--- src/rtl/ram_fifo_ctrl.sv ---
// FIFO controller that stores words in an external single-port synchronous RAM
// (registered read data, one-cycle latency) and presents them through an output register.
module ram_fifo_ctrl #(
  parameter int DATA_WIDTH    = 8,
  parameter int ADDRESS_WIDTH = 4,
  parameter int DEPTH         = 16
) (
  input  logic                     clk,
  input  logic                     rst,
  input  logic                     in_valid,
  output logic                     in_ready,
  input  logic [DATA_WIDTH-1:0]    in_data,
  output logic                     out_valid,
  input  logic                     out_ready,
  output logic [DATA_WIDTH-1:0]    out_data,
  output logic                     ram_we,
  output logic [ADDRESS_WIDTH-1:0] ram_addr,
  output logic [DATA_WIDTH-1:0]    ram_din,
  input  logic [DATA_WIDTH-1:0]    ram_dout,
  output logic [ADDRESS_WIDTH:0]   level
);

  localparam int CW = ADDRESS_WIDTH + 1;

  logic [ADDRESS_WIDTH-1:0] wr_ptr_q, wr_ptr_d;
  logic [ADDRESS_WIDTH-1:0] rd_ptr_q, rd_ptr_d;
  logic [CW-1:0]            mem_count_q, mem_count_d;
  logic [CW-1:0]            level_q, level_d;
  logic                     rd_pend_q, rd_pend_d;
  logic                     out_valid_q, out_valid_d;
  logic [DATA_WIDTH-1:0]    out_data_q, out_data_d;
  logic                     rd_issue, accept, pop;

  // Wrap at DEPTH-1 rather than relying on natural overflow, so DEPTH need not be a power of two.
  function automatic logic [ADDRESS_WIDTH-1:0] next_ptr(input logic [ADDRESS_WIDTH-1:0] p);
    return (p == ADDRESS_WIDTH'(DEPTH - 1)) ? '0 : p + 1'b1;
  endfunction

  assign pop      = out_valid_q && out_ready;
  assign rd_issue = (mem_count_q != '0) && !rd_pend_q && (!out_valid_q || out_ready);
  assign in_ready = (mem_count_q < CW'(DEPTH)) && !rd_issue && !rst;
  assign accept   = in_valid && in_ready;

  // The RAM port is shared: a write only happens when no read is being issued.
  assign ram_we   = accept;
  assign ram_addr = accept ? wr_ptr_q : rd_ptr_q;
  assign ram_din  = in_data;

  always_comb begin
    // NOTE: every next-state signal gets a default first, so no path leaves it unassigned (no latch).
    wr_ptr_d    = wr_ptr_q;
    rd_ptr_d    = rd_ptr_q;
    mem_count_d = mem_count_q;
    rd_pend_d   = rd_pend_q;
    out_valid_d = out_valid_q;
    out_data_d  = out_data_q;

    if (accept) begin
      wr_ptr_d    = next_ptr(wr_ptr_q);
      mem_count_d = mem_count_q + 1'b1;
    end else if (rd_issue) begin
      rd_ptr_d    = next_ptr(rd_ptr_q);
      mem_count_d = mem_count_q - 1'b1;
    end

    // A capture reloads the output register and wins over a pop on the same edge.
    if (rd_pend_q) begin
      out_data_d  = ram_dout;
      out_valid_d = 1'b1;
      rd_pend_d   = 1'b0;
    end else if (pop) begin
      out_valid_d = 1'b0;
    end
    if (rd_issue) rd_pend_d = 1'b1;

    level_d = mem_count_d + CW'(rd_pend_d) + CW'(out_valid_d);
  end

  always_ff @(posedge clk) begin
    // NOTE: sequential state uses non-blocking assignments so every register samples pre-edge values.
    if (rst) begin
      wr_ptr_q    <= '0;
      rd_ptr_q    <= '0;
      mem_count_q <= '0;
      rd_pend_q   <= 1'b0;
      out_valid_q <= 1'b0;
      out_data_q  <= '0;
      level_q     <= '0;
    end else begin
      wr_ptr_q    <= wr_ptr_d;
      rd_ptr_q    <= rd_ptr_d;
      mem_count_q <= mem_count_d;
      rd_pend_q   <= rd_pend_d;
      out_valid_q <= out_valid_d;
      out_data_q  <= out_data_d;
      level_q     <= level_d;
    end
  end

  assign out_valid = out_valid_q;
  assign out_data  = out_data_q;
  assign level     = level_q;

endmodule

--- config.mk ---
export PLATFORM = sky130hd
export DESIGN_NAME = ram_fifo_ctrl
export DESIGN_NICKNAME = d
export VERILOG_FILES = /design/src/rtl/ram_fifo_ctrl.sv
export SDC_FILE = /design/constraint.sdc
export NUM_CORES = 1
export LEC_CHECK = 0
export BUFFER_PORTS_ARGS = -buffer_cell sky130_fd_sc_hd__buf_2
export CAP_MARGIN = 20
export CORE_UTILIZATION = 49
export CTS_CLUSTER_DIAMETER = 50
export DETAILED_ROUTE_END_ITERATION = 8
export PLACE_DENSITY = 0.78
export SYNTH_ARGS = -nofsm -noshare
export SYNTH_HDL_FRONTEND = slang
export SYNTH_SLANG_ARGS = --single-unit
--- constraint.sdc ---
create_clock -name clk -period 3.3 [get_ports clk]
set_clock_uncertainty 0.05 [all_clocks]
set_input_delay 0.33 -clock clk [delete_from_list [all_inputs] [get_ports clk]]
set_output_delay 0.33 -clock clk [all_outputs]
set_load 0.01 [all_outputs]
# Word-level counts from Yosys, hierarchy flattened
# Cells that the tools add are included.
[totals]
register_bits = 28
output_inout_bits = 28
wordCells = 38
[op_classes]
n_addsub = 6
magnitude_cmp = 1
n_eq_ne = 2
n_mux = 8
bitwise = 1
reduce_logical = 13
[op_table]
columns = ["op", "n"]
rows = [
  ["$mux W4", 3],
  ["$add A5 B1 Y5", 2],
  ["$mux W5", 2],
  ["$add A4 B1 Y4 const B", 2],
  ["$eq A4 B4 Y1 const B", 2],
  ["$logic_and A1 B1 Y1", 6],
  ["$add A5 B1 Y5 const B", 1],
  ["$lt A5 B5 Y1 const B", 1],
  ["$reduce_bool A5 Y1", 1],
  ["$sub A5 B1 Y5 const B", 1],
  ["$logic_not A1 Y1", 4],
  ["$mux W1", 3],
  ["$reduce_and A2 Y1", 1],
  ["$logic_or A1 B1 Y1", 1],
  ["$not A1 Y1", 1],
]

# Longest topological paths before layout
[logic_depth]
ltp_word = 10
ltp_mapped = 12
depth_no_buf = 12

# Least setup slack after synthesis
# Ideal clock, no wire load.
[synth_timing]
path_kind = "reg2reg"
from = "register mem_count_q[0]"
to = "register level_q[3], in the netlist level[3]"
arrival_time_ps = 2364
setup_slack_ps = 759
path_stages_with_launch = 13
n_path_buf = 0
synth_period_minus_slack_ps = 2541
path_cell_list = "dfxtp_1 inv_1 ha_1 or4b_1 nor3b_4 nor2_1 xnor2_1 fa_1 inv_1 o311ai_0 a21oi_1 xnor2_1 nor2_1"
[synth_via]
elab_chain_cells = 10
elab_cells_between_ends = 15
classes_between = "add/sub (4); order compare (1); mux (3); reduce/logical (7)"
[synth_rtl]
columns = ["item", "line_no", "source"]
rows = [
  ["start, declared", "27", "logic [CW-1:0] mem_count_q, mem_count_d;"],
  ["start signal, assigned", "92", "mem_count_q <= mem_count_d;"],
  ["parallel branches: the longest is 8 deep, another holds $lt A5 B5 Y1", "-", ""],
  ["$add A5 B1 Y5 * (2 in a row)", "76", "level_d = mem_count_d + CW'(rd_pend_d) + CW'(out_valid_d);"],
  ["end signal, assigned", "96", "level_q <= level_d;"],
  ["end, declared", "28", "logic [CW-1:0] level_q, level_d;"],
]
# Every way passes the cells marked *.
# A chain may end at the register's enable or synchronous reset.

# Worst setup path after layout
[layout_timing]
from = "register mem_count_q[1]"
to = "register level_q[3], in the netlist level[3]"
# Same word-level chain as after synthesis.

==> flow_metrics.py <==
metrics = {
    "outcome": {
        "outcome": "finished, final reports clean",
    },
    "timing": {
        "slew_headroom_pct": 55.9,
        "max_freq_ghz": 0.341,
        "period_minus_slack_ns": 2.93,
        "rsz0062_at_grt": "false",
        "finalSetupTns_ns": 0,
        "hold_viol": 0,
        "final-setup-viol-count": 0,
        "drv_slew": 0,
        "period_share_pct": 88.8,
        "worst_pin_slew_ns": 0.660,
    },
    "route": {
        "wl_met3_um": 208,
        "drt_iter0_drc": 43,
        "routed-wl-met2_um": 1300,
        "drc": 0,
        "dr.pass1.iters": 4,
        "avgViaCountPerCell": 5.45,
        "routed.top_layer": "met4",
        "wl_per_cell_um": 12.8,
        "num_vias": 1183,
        "drt-total-wl_um": 2770,
        "ant_nets": 0,
        "m1WireLength_um": 1200,
    },
    "cts": {
        "cts_made_buffers": 3,
        "clk_pin_slew_ns": 0.15,
        "post-cts-setup-buffer-count": 0,
        "cts_buffer_depth": 2,
        "clk_latency_ns": 0.34,
        "hold_buffers": 0,
        "clock-sinks": 28,
        "cts_root_buf": "clkbuf_4",
        "cts_tree": "yes",
        "ctsResizeCount": 0,
        "htreeDepth": 1,
    },
    "finish": {
        "final_nets": 214,
        "syn_to_final_growth_pct": 12.1,
        "final_cell_mix": "buf_2, dfxtp_1, nor2_1",
        "mostFrequentLayoutCell": "buf_2",
        "insertedDiodeCount": 0,
        "postLayoutCellArea_um2": 1590,
        "fillers": 245,
        "drive_gt1_share_pct": 23.1,
    },
    "power": {
        "p_seq_share_pct": 33.7,
        "p_leak_nw": 0.720,
        "powerDensity_nw_per_um2": 1000,
        "peakVddDrop_mv": 0.548,
        "switching_share_pct": 41.3,
        "switchingPower_w": 0.000658,
        "clockPowerShare_pct": 14.2,
        "power_frac_comb_pct": 52.1,
        "p_int_w": 0.000935,
    },
    "grt": {
        "grt_max_degree": 32,
        "overflow": 0,
        "grtUsageTotal_pct": 18.9,
        "first_global_vias": 1108,
        "antenna_found_initial": 0,
        "grt_pass1_wl_um": 4640,
    },
    "min_path": {
        "hp-start": "ram_dout[5]",
        "hold_depth": 3,
        "hold_path.class": "in -> reg",
    },
    "critical_path": {
        "required_ns": 3.48,
        "crit_path_start_kind": "register",
        "cp-startpoint": "mem_count_q[1]",
        "worst_setup_path_end_kind": "register",
        "reg2reg_depth": 12,
        "reg2reg_from": "mem_count_q[1]",
        "cp_data_arrival_time_ns": 3.11,
        "crit_fanout": 10,
        "worstSetupPathType": "reg -> reg",
    },
    "synthesis": {
        "syn_area_um2": 1410,
        "synth_top_family_by_area": "simple AND/OR/NAND/NOR gates",
        "synthTopCellsByArea": "dfxtp_1, mux2i_1, nor2_1",
        "ys_seq_area_share_pct": 39.6,
        "syn_inst": 163,
        "async_flop_share_pct": 0,
        "synth_seq_cells": 28,
        "ys_types": 37,
        "synth_top_area_cell": "dfxtp_1",
        "synth_top_area_share_pct": 39.6,
        "muxShareOfSynthArea_pct": 7.08,
        "synth_edf_count": 0,
        "syn_area_per_cell_um2": 8.67,
        "syn-num-nets": 190,
        "synth_compound_area_share_pct": 9.65,
        "yosysWarnings": 0,
        "synth-adder-area-share_pct": 6.73,
        "synth-xor-area-share_pct": 3.72,
        "yosys.area_share.simple_pct": 25.6,
        "synthFlopType": "dfxtp_1",
    },
    "place": {
        "gp_congestion": 0.994,
        "port_buffers": 31,
        "placed_cell_area_um2": 1530,
        "dpl.hpwl_um": 1990,
    },
    "floorplanning": {
        "start_util_pct": 51.7,
        "num_rows": 19,
        "core_area_um2": 2730,
        "pin_count": 48,
        "fp.dieH_um": 55.7,
        "floorplan.die_area_um2": 3100,
        "die_x_um": 55.7,
    },
    "flow_run": {
        "drv_cap": 0,
    },
}
==> cell families after synthesis <==
logic type | count (synthesis)
AND/OR/NAND/NOR | 73
multiplexers | 10
adder cells (fa/ha/maj) | 7
buffers and inverters | 18
flip-flops | 28
AO/OA/AOI/OAI | 21
XOR/XNOR | 6
==> flip-flops by register name (all words and copies together) (netlist names) <==
signal	count
out_data	8
level	5
rd_pend_q	1
out_valid	1
rd_ptr_q	4
wr_ptr_q	4
mem_count_q	5
==> final timing paths <==
| kind | endpoint | slack, ns |
|---|---|---|
| worst max-delay path | level[3] | 0.37 |
| worst min-delay path | out_data[5] | 0.17 |
| worst max register to register | level[3] | 0.37 |
| worst min register to register | rd_ptr_q[1] | 0.46 |
==> area by class of cell <==
type | instances | area (µm²) | share of cell area, %
timing repair buffer | 31 | 155 | 9.79
inverter | 6 | 32.5 | 2.05
clock inverter | 1 | 30.0 | 1.89
clock buffer | 3 | 22.5 | 1.42
sequential | 28 | 561 | 35.4
tap | 31 | 38.8 | 2.45
multi-input combinational | 117 | 746 | 47.0
==> cell usage after synthesis, types with 2 or more instances <==
library cell / number
dfxtp_1: 28
nor2_1: 25
nand2_1: 23
a21oi_1: 10
mux2i_1: 10
buf_4: 8
ha_1: 6
nor2b_1: 6
inv_1: 4
xnor2_1: 4
nand3_1: 3
nor3_1: 3
a311oi_1: 2
buf_1: 2
clkbuf_1: 2
nand4_1: 2
o21ai_0: 2
o311ai_0: 2
or3_1: 2
xor2_1: 2
==> metal layers <==
layer,up-vias,GRT usage [%]
li1,591,-
met1,532,21.7
met2,53,31.8
met3,7,4.42
met4,0,11.4
met5,-,0
==> critical path: stages, from the launching register on <==
cell and delay, ns:
dfxtp_1 0.42, inv_1 0.11, ha_1 0.22, or4b_1 0.20
nor3b_4 0.52, nor2_1 0.15, xnor2_1 0.19, fa_1 0.36
inv_1 0.08, o311ai_0 0.14, a21oi_1 0.19, xnor2_1 0.13
nor2_1 0.05
==> per-stage QoR <==
step	setup slack (ns)	power (W)	instances	hold slack (ns)	utilization, %
after floorplan	0.759	0.00118	163	0.417	-
after global placement	0.608	0.00134	213	0.419	56.1
after detailed placement	0.465	0.00137	213	0.430	56.1
after CTS	0.392	0.00160	217	0.163	58.0
after global routing	0.213	0.00173	217	0.168	58.0
final	0.371	0.00159	217	0.167	58.0
==> power by group through the flow <==
stage / Clock, W / Sequential, W / Combinational (W)
floorplan: 0 / 0.000528 / 0.000648
global placement: 0 / 0.000536 / 0.000805
detailed placement: 0 / 0.000541 / 0.000824
CTS: 0.000231 / 0.000537 / 0.000832
global route: 0.000241 / 0.000552 / 0.000935
finish: 0.000227 / 0.000537 / 0.000829
No activity file was read; power rests on OpenSTA's default activity.
